[src/rtl/delay_timer_arbiter.sv]
// -----------------------------------------------------------------------------
// delay_timer_arbiter
//
// Shares a single delay counter between NUM_REQ requesters. A round-robin
// arbiter picks one pending requester, its delay length is captured, the
// counter runs from 0 up to len-1, and the owner receives a one-cycle done
// pulse. Requesters are typically control FSMs waiting on settle/hold times.
//
// Ports:
//   clk        system clock, rising edge
//   rst_n      synchronous active-low reset
//   req        level request per requester, held until its done pulse
//   len        packed per-requester delay lengths, slice i = [i*CNT_WIDTH +: CNT_WIDTH]
//   abort      cancels the active delay (LOAD or RUN), no done pulse
//   busy       state is not IDLE
//   grant_vld  a requester owns the counter (LOAD, RUN, DONE)
//   grant_idx  index of the current/last owner (qualified by grant_vld)
//   cnt        current count value
//   done       one-hot, one-cycle completion pulse
// -----------------------------------------------------------------------------
module delay_timer_arbiter #(
    parameter int NUM_REQ   = 4,
    parameter int CNT_WIDTH = 16,
    parameter int IDX_WIDTH = $clog2(NUM_REQ)
) (
    input  logic                           clk,
    input  logic                           rst_n,
    input  logic [NUM_REQ-1:0]             req,
    input  logic [NUM_REQ*CNT_WIDTH-1:0]   len,
    input  logic                           abort,
    output logic                           busy,
    output logic                           grant_vld,
    output logic [IDX_WIDTH-1:0]           grant_idx,
    output logic [CNT_WIDTH-1:0]           cnt,
    output logic [NUM_REQ-1:0]             done
);

    typedef enum logic [1:0] {
        IDLE = 2'd0,
        LOAD = 2'd1,
        RUN  = 2'd2,
        DONE = 2'd3
    } state_t;

    state_t                 state;
    logic [IDX_WIDTH-1:0]   last_idx;
    logic [IDX_WIDTH-1:0]   pick_idx;
    logic [IDX_WIDTH-1:0]   cand;
    logic                   pick_vld;
    logic [CNT_WIDTH-1:0]   len_q;
    logic                   terminal;
    logic [CNT_WIDTH-1:0]   len_arr [NUM_REQ];

    // Unpack the flat length bus so the owner's slice can be selected by index.
    for (genvar i = 0; i < NUM_REQ; i++) begin : g_len
        assign len_arr[i] = len[i*CNT_WIDTH +: CNT_WIDTH];
    end

    // Round-robin pick: first set request searching upward from last_idx+1,
    // wrapping; last_idx itself is examined last.
    always_comb begin
        pick_vld = 1'b0;
        pick_idx = '0;
        cand     = '0;
        for (int k = 1; k <= NUM_REQ; k++) begin
            cand = IDX_WIDTH'((int'(last_idx) + k) % NUM_REQ);
            if (!pick_vld && req[cand]) begin
                pick_vld = 1'b1;
                pick_idx = cand;
            end
        end
    end

    // len_q == 0 is treated like a length of 1 so the count never wraps.
    assign terminal = (len_q == '0) || (cnt == len_q - CNT_WIDTH'(1));

    // Status flags decode the state register directly, so they are glitch-free
    // and aligned with the registered outputs.
    assign busy      = (state != IDLE);
    assign grant_vld = (state != IDLE);

    always_ff @(posedge clk) begin
        if (!rst_n) begin
            state     <= IDLE;
            grant_idx <= '0;
            last_idx  <= IDX_WIDTH'(NUM_REQ - 1);
            cnt       <= '0;
            done      <= '0;
        end else begin
            done <= '0;
            case (state)
                IDLE: begin
                    if (pick_vld) begin
                        grant_idx <= pick_idx;
                        last_idx  <= pick_idx;
                        state     <= LOAD;
                    end
                end
                LOAD: begin
                    cnt <= '0;
                    if (abort) begin
                        state <= IDLE;
                    end else begin
                        len_q <= len_arr[grant_idx];
                        state <= RUN;
                    end
                end
                RUN: begin
                    // abort wins over the terminal transition; last_idx keeps
                    // the aborted owner so the pointer still advances past it.
                    if (abort) begin
                        cnt   <= '0;
                        state <= IDLE;
                    end else if (terminal) begin
                        done[grant_idx] <= 1'b1;
                        state           <= DONE;
                    end else begin
                        cnt <= cnt + CNT_WIDTH'(1);
                    end
                end
                DONE: begin
                    cnt   <= '0;
                    state <= IDLE;
                end
                default: begin
                    state <= IDLE;
                end
            endcase
        end
    end

endmodule

[config.mk]
export PLATFORM = sky130hd
export DESIGN_NAME = delay_timer_arbiter
export DESIGN_NICKNAME = d
export VERILOG_FILES = /design/src/rtl/delay_timer_arbiter.sv
export SDC_FILE = /design/constraint.sdc
export NUM_CORES = 1
export LEC_CHECK = 0
export BUFFER_PORTS_ARGS = -buffer_cell sky130_fd_sc_hd__buf_2
export CAP_MARGIN = 20
export CELL_PAD_IN_SITES_DETAIL_PLACEMENT = 0
export CELL_PAD_IN_SITES_GLOBAL_PLACEMENT = 1
export CORE_ASPECT_RATIO = 0.7
export CORE_MARGIN = 5
export CORE_UTILIZATION = 30
export DETAILED_ROUTE_END_ITERATION = 10
export GPL_TIMING_DRIVEN = 0
export PLACE_DENSITY = 0.7
export SLEW_MARGIN = 20
export SYNTH_ARGS = -nofsm -noshare
export SYNTH_HDL_FRONTEND = slang
export SYNTH_SLANG_ARGS = --single-unit
[constraint.sdc]
create_clock -name clk -period 4.45 [get_ports clk]
set_input_delay 0.2225 -clock clk [delete_from_list [all_inputs] [get_ports clk]]
set_output_delay 0.2225 -clock clk [all_outputs]
set_load 0.05 [all_outputs]
### Yosys cells after proc, flatten, opt, wreduce, memory -nomap -nowiden

Index checks and enable logic that the tools add are counted.
Widths: inputs -> output; s select.

| storage, ports and cells | value |
|---|---|
| flip-flop bits (word level) | 42 |
| latch bits | 0 |
| RAM bits | 0 |
| memory bits (read-only) | 0 |
| input port bits | 71 |
| word-level logic and storage cells | 78 |
| memories | 0 |

| cells by class | value |
|---|---|
| $add $sub $neg | 6 |
| multipliers | 0 |
| div/mod/pow operators | 0 |
| $lt $le $gt $ge | 7 |
| equality and inequality tests | 7 |
| shifts and indexed selects | 0 |
| multiplexer cells | 29 |
| bitwise logic cells | 5 |
| reduce and logical (&&, ||, !) cells | 18 |

Operators by type and width:

| cell | number |
|---|---|
| $mux 16 | 4 |
| $bmux 16 s2 | 1 |
| $pmux 16 s2 | 1 |
| $add 16x1->16 const B | 1 |
| $eq 16x16->1 | 1 |
| $logic_not 16->1 | 1 |
| $mux 2 | 8 |
| $sub 16x1->16 const B | 1 |
| $lt 2x3->1 const B | 5 |
| $mux 1 | 9 |
| $bmux 1 s2 | 4 |
| $pmux 2 s4 | 1 |
| $ne 3x3->1 const B | 2 |
| $reduce_and 2->1 | 3 |
| $add 2x1->2 const B | 2 |
| $add 2x2->2 const B | 2 |
| $eq 2x2->1 const B | 2 |
| $logic_and 1x1->1 | 4 |
| $not 1->1 | 4 |
| $reduce_bool 2->1 | 2 |
| $reduce_or 4->1 | 1 |
| $ge 3x3->1 const B | 1 |
| $logic_not 1->1 | 3 |
| $not 2->3 | 1 |
| 8 further kinds | 8 |

### Longest topological paths before layout

Gate-level depths: netlist of the first run.

| logic depth | value |
|---|---|
| word-level depth | 15 |
| gate-level depth with buffers | 13 |
| mapped depth without buffers | 10 |

### Least setup slack after synthesis of the first run

OpenSTA, ideal clock, no wires.

| timing path | value |
|---|---|
| path type | reg2reg |
| start point | reg len_q[0] |
| end point | reg cnt[4] |
| setup time | 76 ps |
| data arrival time | 3219 ps |
| slack | 1155 ps |
| stages on the path, launching flop included | 14 |
| buffers on the path | 3 |
| clock period less this slack | 3295 ps |
| path through | edfxtp_1 inv_1 ha_1 or4b_1 clkbuf_1 o311ai_2 a21oi_1 or3_1 and4b_1 buf_6 or2_1 buf_6 or4_1 a31oi_1 |

| between the ends | value |
|---|---|
| longest elaborated chain between the ends | 5 |
| elaborated cells between the ends (all ways) | 6 |

RTL lines:

| element | RTL line | RTL |
|---|---|---|
| from (decl) | 50 | `logic [CNT_WIDTH-1:0] len_q;` |
| from (signal assigned) | 104 | `len_q <= len_arr[grant_idx];` |
| $sub 16x1->16 | 75 | `assign terminal = (len_q == '0) \|\| (cnt == len_q - CNT_WIDTH'(1));` |
| $eq 16x16->1 | 75 |  |
| $logic_or 1x1->1 * | 75 |  |
| $ne 3x3->1 (no source line) * | - |  |
| $reduce_and 2->1 (no source line) * | - |  |
| to (signal assigned) | 118 | `cnt <= cnt + CNT_WIDTH'(1);` |
| to (decl) | 34 | `output logic [CNT_WIDTH-1:0] cnt,` |

Mark *: on every way between the ends. The rest lies on a longest branch, timed or not.
A chain may end at the register's enable or synchronous reset.

### Worst setup path after layout of the first run

| timing path | value |
|---|---|
| start point | reg len_q[0] |
| end point | reg cnt[15] |

Same word-level chain as after synthesis.

==> flow_summary.ini, run 1 <==
[status]
outcome = completed

[clock_network]
cts_repair_resize_count = 0
cts-root-to-sink-buffers = 2
clock_sink_count = 42
numCtsBuffers = 5
worstSkewPairLatency_ps = 290
path_clk_slew_ps = 60
post_cts_repair_setup_buffers = 0
clk_root_buffer_cell = clkbuf_16
tritoncts = built
cts-htree-levels = 2
ctsHoldBuffers = 0

[global_routing]
grt_pass1_wl_microns = 14570
grt_start_max_net_pins = 14
antenna_found_initial = 0
grt_overflow_total = 0
global_route.usage.total_pct = 15.26
via_count_of_the_first_global_routing_pass = 2915

[logic_synthesis]
synth_fp_nets = 381
syn_inst = 308
combinational_family_with_the_most_area_after_synthesis = simple AND/OR/NAND/NOR gates
ys_seq_elements = 42
synthXorXnorAreaFrac_pct = 5.815
synth_area_in_compound_gates_pct = 16.79
post_synth_mux_area_share_pct = 12.59
sequential_fraction_of_the_synthesis_area_pct = 34.98
synthesis.area_sq_um = 2861
yosys_warning_count = 0
yosys.cell_types.count = 54
synth_area_leader_cell = dfxtp_1
synth_largest_type_area_fraction_pct = 18.19
synth-simple-area-share_pct = 25.36
ys_top_cells_by_area = dfxtp_1 (18%), edfxtp_1 (17%), mux4_2 (13%)
synth-main-ff-cell = dfxtp_1
synth.avg_cell_area_sq_um = 9.291
synth-async-reset-ratio_pct = 0
synthAdderAreaFrac_pct = 0.8745
synth-edff-count = 16

[route]
route.detailed.wl_per_inst_microns = 16.42
routed_wirelength_microns = 8786
antenna_left = 0
post-route-drc-count = 0
detailedRoute.firstPassIterationCount = 4
initialDrtViolationCount = 158
route.detailed.vias_per_inst = 5.445
via_count = 2913

[critical_path]
worst-endpoint-arrival_ps = 3880
criticalPathCategory = flop to flop
worstSetupStartpointType = flop
crit_required_ps = 4590
timing.critical_path.fanout_max = 10
worst_setup_path_end_kind = flop

[timing]
finClkSkew_ps = 4.495
timing.max_slew.rel_slack_pct = 33.58
fmax_ghz = 0.2671
finalSetupViolCount = 0
final_max_slew_viol_count = 0
final_period_minus_worst_setup_slack_ps = 3745
setup_repair_after_global_routing_missed_its_margin = no
worst_slew_pin_slew_ps = 988.7
setup_tns_ps = 0
final.period_utilization_pct = 84.15
finalHoldViolCount = 0

[finish]
final_cell_mix = buf_2 (96), nand2_1 (29), nor2_1 (26), dfxtp_1 (26), o21ai_0 (19)
areaGrowthSynthToFinish_pct = 27.72
post_route_cells_drive_above_1_share_pct = 31.14
mostFrequentLayoutCell = buf_2
fin_util_pct = 39.81
antenna_cells_inserted = 0
num-nets-final = 483

[power_and_ir_drop]
cellPowerDensity_nw_per_um2 = 282.6
total_leakage_power_uw = 0.001349
total_power_uw = 1033
irDropWorstVdd_mv = 0.1584

[floorplan]
initial_util_pct = 31.17
io-pin-count = 95
area_enclosed_by_the_die_boundary_sq_um = 11620
fp.coreArea_sq_um = 9180
placement_rows = 29
die_width_microns = 126.7
die_y_microns = 91.71

[place]
portBuffers = 93
finalWeightedCongestion = 0.8683
dp_hpwl_microns = 7019

[job]
timing.max_cap.violations = 0

[hold_path]
min_path_type = input pin to flop
metal layers:
layer	global-route usage, %	routed length [microns]
met3	4.239	692
met1	22.02	4326
met2	23.02	3688
met4	2.857	78
met5	0	0
registers in the layout, summed over array words and instances (netlist names):
signal / cells
grant_idx: 2
state: 2
cnt: 16
len_q: 16
done: 4
last_idx: 2
metrics by stage:
| stage | hold slack (ps) | area, sq um | std cells | worst slack (ps) |
|---|---|---|---|---|
| CTS | 157.1 | 3649 | 535 | 749.7 |
| global route | 172.3 | 3655 | 535 | 467.4 |
| detailed placement | 472.3 | 3498 | 527 | 770.0 |
| finish | 172.7 | 3655 | 535 | 705.4 |
| global placement | 454.0 | 3482 | 525 | 526.9 |
| floorplan | 299.9 | 2861 | 308 | 1155 |
kinds of logic after synthesis:
family | Yosys count
flip-flops | 42
buffers and inverters | 22
adder cells (fa/ha/maj) | 2
XOR/XNOR | 19
AO/OA/AOI/OAI | 71
AND/OR/NAND/NOR | 136
multiplexers | 16
synth_stat cells, types with 2 or more instances:
cell,n
nor4b_1,3
and4_1,2
nor2b_1,5
nor3_1,11
clkinv_1,2
o21ai_0,20
o211ai_1,6
a31oi_1,5
xor2_1,6
a211oi_1,2
or4_1,9
nand3_1,14
and3_1,5
inv_1,4
edfxtp_1,16
ha_1,2
a21oi_1,17
nand2_1,29
dfxtp_1,26
nor2_1,26
mux4_2,16
o311ai_0,2
xnor2_1,13
a2111o_1,6
nor4_1,8
or3_1,7
nand4_1,8
clkbuf_1,11
buf_6,2
layout make-up:
class	instances	area (sq um)
plain buffers	16	80.08
multi-input cells	244	1770
fillers	935	5525
well taps	124	155.1
repair buffers	95	475.5
clock inverters	2	11.26
clock buffers	6	138.9
flip-flops and latches	42	1001
inverters	6	22.52
worst max-delay path, stage by stage (launching register included):
cell and delay, ps:
edfxtp_1 480, inv_1 100, ha_1 230, or4b_1 450, clkbuf_1 230, or3_1 430, a2111oi_0 380, or3_1 230
nand4_1 100, o21ai_1 640, a2111o_1 270, a21oi_1 60
path summary, 6_finish.rpt:
check                              start       end  slack, ps  cells past startpoint
worst max register to register  len_q[0]   cnt[15]        710                     11
worst min register to register   cnt[15]   cnt[15]        570                      2
worst min-delay path               abort  state[1]        170                      2
worst max-delay path            len_q[0]   cnt[15]        710                     11
power by group:
group | internal (uW) | switching, uW
Combinational | 96.6 | 117
Clock | 223 | 158
Sequential | 420 | 18.4
Note: power is estimated with default switching activity, not from simulation.
==> run 2: changes to the inputs <==
==> constraint.sdc (replaced) <==
create_clock -name clk -period 3.54 [get_ports clk]
set_input_delay 0.177 -clock clk [delete_from_list [all_inputs] [get_ports clk]]
set_output_delay 0.177 -clock clk [all_outputs]
set_load 0.05 [all_outputs]
==> run 2 against run 1 <==
Setup slack got worse by 560 ps. First-iteration DRC count is 9.5% higher. Wire length up 1.6%. Critical path depth rose by 1. Core utilization grew 0.50 points.
==> flow_summary.ini, run 2 (synthesized netlist as in run 1, its figures left out) <==
[status]
outcome = completed

[finish]
num-nets-final = 484
final.fill_count = 926
antenna_cells_inserted = 0
final_cell_mix = buf_2 (96), nand2_1 (29), nor2_1 (26), dfxtp_1 (26), o21ai_0 (19)
instances_no_fill = 536
multi_input_area_sq_um = 1805
top_regs = cnt x16, len_q x16, done x4
areaGrowthSynthToFinish_pct = 29.34
layout.area.seq_sq_um = 1001
post_route_cells_drive_above_1_share_pct = 32.77
mostFrequentLayoutCell = buf_2

[floorplan]
area_enclosed_by_the_die_boundary_sq_um = 11620
die_width_microns = 126.7
initial_util_pct = 31.17
placement_rows = 29
io-pin-count = 95
die_y_microns = 91.71
fp.coreArea_sq_um = 9180

[clock_network]
clk_root_buffer_cell = clkbuf_16
cts-root-to-sink-buffers = 2
worstSkewPairLatency_ps = 290
path_clk_slew_ps = 60
tritoncts = built
numCtsBuffers = 5
clock_sink_count = 42
cts-htree-levels = 2
ctsHoldBuffers = 0

[place]
finalWeightedCongestion = 0.8683
dp_hpwl_microns = 7019
portBuffers = 93
dp_cells = 527
worst_setup_slack_post_dpl_ps = -140.0

[timing]
finalHoldViolCount = 0
fmax_ghz = 0.2949
finClkSkew_ps = 4.064
finalSetupViolCount = 0
worst_slew_pin_slew_ps = 1012
final.period_utilization_pct = 95.80
hold-worst-slack_ps = 127.2
setup_repair_after_global_routing_missed_its_margin = no
final_max_slew_viol_count = 0
final_period_minus_worst_setup_slack_ps = 3391
timing.max_slew.rel_slack_pct = 32.00
final_critical_path_setup_slack_ps = 148.6

[critical_path]
criticalPathCategory = flop to flop
r2r_cells = 12
worstSetupStartpointType = flop
worst_setup_path_end_kind = flop
worst_r2r_startpoint = len_q[0]
worst-endpoint-arrival_ps = 3610
critical_path_launch_point = len_q[0]
timing.critical_path.fanout_max = 9
crit_required_ps = 3750

[hold_path]
hold_path_startpoint = abort
min_path_cells = 2
min_path_type = input pin to flop

[global_routing]
antenna_found_initial = 0
grt_pass1_wl_microns = 14770
grt_overflow_total = 0
via_count_of_the_first_global_routing_pass = 2933
global_route.usage.total_pct = 15.48
grt_start_max_net_pins = 14

[job]
timing.max_cap.violations = 0

[route]
antenna_left = 0
route.detailed.vias_per_inst = 5.459
initialDrtViolationCount = 173
post-route-drc-count = 0
route.detailed.wl_per_inst_microns = 16.65
via_count = 2926
detailedRoute.firstPassIterationCount = 4
routed_wirelength_microns = 8927

[power_and_ir_drop]
cellPowerDensity_nw_per_um2 = 352.5
total_leakage_power_uw = 0.001361
irDropWorstVdd_mv = 0.1992
total_power_uw = 1304
==> run 2: cell types whose count changed in the layout (fill, tap and decap cells not counted), sizes merged <==
cell,delta
buf,+2
clkbuf,-1
==> run 2: metrics by stage <==
stage	util (%)	TNS [ps]	instance area [sq um]
2_1_floorplan	-	0	2861
3_3_place_gp	37.93	-5971	3482
4_1_cts	39.83	0	3656
3_5_place_dp	38.11	-985.3	3498
5_1_grt	40.32	0	3701
6_report	40.32	0	3701
==> run 2: layout make-up <==
| type | count | share of cell area [%] |
|---|---|---|
| Multi-Input combinational cell | 244 | 48.78 |
| Sequential cell | 42 | 27.05 |
| Tap cell | 124 | 4.192 |
| Clock buffer | 6 | 3.753 |
| Clock inverter | 2 | 0.3043 |
| Inverter | 6 | 0.6085 |
| Timing Repair Buffer | 97 | 13.25 |
| Buffer | 15 | 2.062 |
==> run 2: final timing paths <==
kind | end | slack (ps)
max | cnt[3] | 150
min reg2reg | cnt[15] | 560
max reg2reg | cnt[3] | 150
min | state[1] | 130
==> run 2: critical path, cell delays in order (launching register included) <==
cell	delay, ps
edfxtp_1	430
inv_1	130
ha_4	160
or4b_4	540
o311ai_4	230
a21oi_1	100
or3_4	390
and4b_1	200
buf_6	140
or2_1	210
buf_6	140
or4_1	460
a31oi_1	170
==> run 2: layer usage <==
metal,track usage [%],wire (microns),vias to the layer above
met3,4.239,723,7
met2,23.42,3767,109
met1,22.34,4375,1394
li1,-,-,1416
met4,2.857,60,0
met5,0,0,-
==> run 2: repair_timing <==
| item | in CTS | in global routing |
|---|---|---|
| setup buffers | 1 | 1 |
| endpoints found under the setup margin | 11 | 18 |
| pin swaps | 0 | 1 |
| gates resized for setup | 1 | 6 |
==> run 2: where the power goes <==
group          internal, uW  switching [uW]  leakage [uW]
combinational           123             149      0.000927
clock                   280             200     0.0000772
sequential              528            23.5      0.000356
total                   932             373       0.00136
==> run 3: changes to the inputs <==
--- a/config.mk
+++ b/config.mk
@@ -11,10 +11,10 @@
 export CELL_PAD_IN_SITES_GLOBAL_PLACEMENT = 1
 export CORE_ASPECT_RATIO = 0.7
 export CORE_MARGIN = 5
-export CORE_UTILIZATION = 30
+export CORE_UTILIZATION = 38
 export DETAILED_ROUTE_END_ITERATION = 10
 export GPL_TIMING_DRIVEN = 0
-export PLACE_DENSITY = 0.7
+export PLACE_DENSITY = 0.85
 export SLEW_MARGIN = 20
 export SYNTH_ARGS = -nofsm -noshare
 export SYNTH_HDL_FRONTEND = slang
==> constraint.sdc (replaced) <==
create_clock -name clk -period 3.54 [get_ports clk]
set_input_delay 0.177 -clock clk [delete_from_list [all_inputs] [get_ports clk]]
set_output_delay 0.177 -clock clk [all_outputs]
set_load 0.005 [all_outputs]
==> run 3 against run 2 <==
Hold slack improved by 0.72 ps. Global-route usage rose by 2.4 points. Combinational power fell by 11%. Largest cell class unchanged.
==> flow_summary.ini, run 3 (synthesized netlist as in run 1, its figures left out) <==
[timing]
finClkSkew_ps = 7.621
final_max_slew_viol_count = 0
timing.max_slew.rel_slack_pct = 26.12
final_period_minus_worst_setup_slack_ps = 3432
fmax_ghz = 0.2914
finalSetupViolCount = 0
finalHoldViolCount = 0
final_critical_path_setup_slack_ps = 107.7
worst_slew_pin_slew_ps = 1098
final.period_utilization_pct = 96.96

[route]
route.detailed.vias_per_inst = 5.690
detailedRoute.firstPassIterationCount = 5
antenna_left = 0
initialDrtViolationCount = 267
routed_wirelength_microns = 8421
route.detailed.wl_per_inst_microns = 16.51
via_count = 2902
post-route-drc-count = 0

[floorplan]
area_enclosed_by_the_die_boundary_sq_um = 9394
initial_util_pct = 39.09
die_width_microns = 113.7
fp.coreArea_sq_um = 7320
placement_rows = 26
die_y_microns = 82.61
io-pin-count = 95

[power_and_ir_drop]
cellPowerDensity_nw_per_um2 = 312.2
irDropWorstVdd_mv = 0.1607
total_leakage_power_uw = 0.001335

[clock_network]
path_clk_slew_ps = 90
worstSkewPairLatency_ps = 300
tritoncts = built
cts-root-to-sink-buffers = 2
clk_root_buffer_cell = clkbuf_8
cts-htree-levels = 2
numCtsBuffers = 5
clock_sink_count = 42

[place]
dp_hpwl_microns = 6653
dp_cells = 501
portBuffers = 93
finalWeightedCongestion = 0.8639
worst_setup_slack_post_dpl_ps = -87.38

[global_routing]
grt_overflow_total = 0
grt_pass1_wl_microns = 13370
grt_start_max_net_pins = 14
global_route.usage.total_pct = 17.86
via_count_of_the_first_global_routing_pass = 2722
antenna_found_initial = 0

[critical_path]
criticalPathCategory = flop to flop
worst-endpoint-arrival_ps = 3670
worst_setup_path_end_kind = flop
worstSetupStartpointType = flop
timing.critical_path.fanout_max = 7
crit_required_ps = 3780

[finish]
post_route_cells_drive_above_1_share_pct = 32.77
fin_util_pct = 49.20
mostFrequentLayoutCell = buf_2
top_regs = cnt x16, len_q x16, done x4
num-nets-final = 484
final.fill_count = 707
antenna_cells_inserted = 0
final_cell_mix = buf_2 (96), nand2_1 (29), nor2_1 (26), dfxtp_1 (26), o21ai_0 (19)
areaGrowthSynthToFinish_pct = 25.84
instances_no_fill = 510

[status]
outcome = completed

[hold_path]
min_path_type = input pin to flop

[job]
timing.max_cap.violations = 0
## run 3: changes by cell type in the layout (fill, tap and decap cells not counted)
cell	delta
clkbuf_8	+5
clkbuf_16	-5
nor3_2	+1
o311ai_4	-1
nor4_2	-1
nor4_1	+1
nor3_1	-1
o311ai_2	+1
## run 3: report_power, final
part / switching (uW) / internal (uW) / leakage, uW
Combinational: 121 / 123 / 0.000927
Clock: 173 / 158 / 0.0000515
Sequential: 22.0 / 528 / 0.000356
## run 3: cell type report
| type | instances | area, sq um | share of cell area (%) |
|---|---|---|---|
| multi-input cells | 244 | 1794 | 49.83 |
| plain buffers | 15 | 76.32 | 2.120 |
| well taps | 98 | 122.6 | 3.405 |
| clock buffers | 6 | 82.58 | 2.293 |
| inverters | 6 | 22.52 | 0.6254 |
| flip-flops and latches | 42 | 1001 | 27.80 |
| repair buffers | 97 | 490.5 | 13.62 |
| clock inverters | 2 | 11.26 | 0.3127 |
## run 3: worst paths after layout
check / startpoint / slack, ps / depth (start not counted) / to
setup / recovery: len_q[1] / 110 / 10 / done[3]
hold / removal: abort / 130 / 2 / state[1]
setup reg to reg: len_q[1] / 110 / 10 / done[3]
hold reg to reg: state[1] / 580 / 2 / done[0]
## run 3: timing repair
action / 4_1_cts / 5_1_grt
cloned: 0 / 0
resized for setup: 1 / 5
setup buffers: 2 / 0
endpoints found under the setup margin: 11 / 14
hold buffers: 0 / 0
## run 3: metal layers
layer | vias up | track usage [%] | part of all wire, %
met1 | 1352 | 25.73 | 46
met4 | 0 | 3.842 | 0.77
li1 | 1414 | - | -
met5 | - | 0 | 0
met2 | 124 | 26.91 | 44
met3 | 12 | 4.734 | 9.6
## run 3: critical path, cell delays in order, from the launching register on
cell and delay [ps]:
edfxtp_1 430, inv_1 110, ha_4 160, or4b_4 530
or3_1 390, a2111oi_0 560, or3_4 240, nand4_1 80
o21ai_0 520, nand4_1 220, nor2_1 140
## run 3: metrics by stage
stage	cell area (sq um)	power (uW)	hold slack, ps	setup TNS [ps]
2_1_floorplan	2861	711.6	254.4	0
3_3_place_gp	3450	793.9	403.6	-4715
3_5_place_dp	3466	802.1	431.9	-613.7
4_1_cts	3575	1139	106.7	0
5_1_grt	3601	1190	141.6	-128.5
6_report	3601	1124	127.9	0
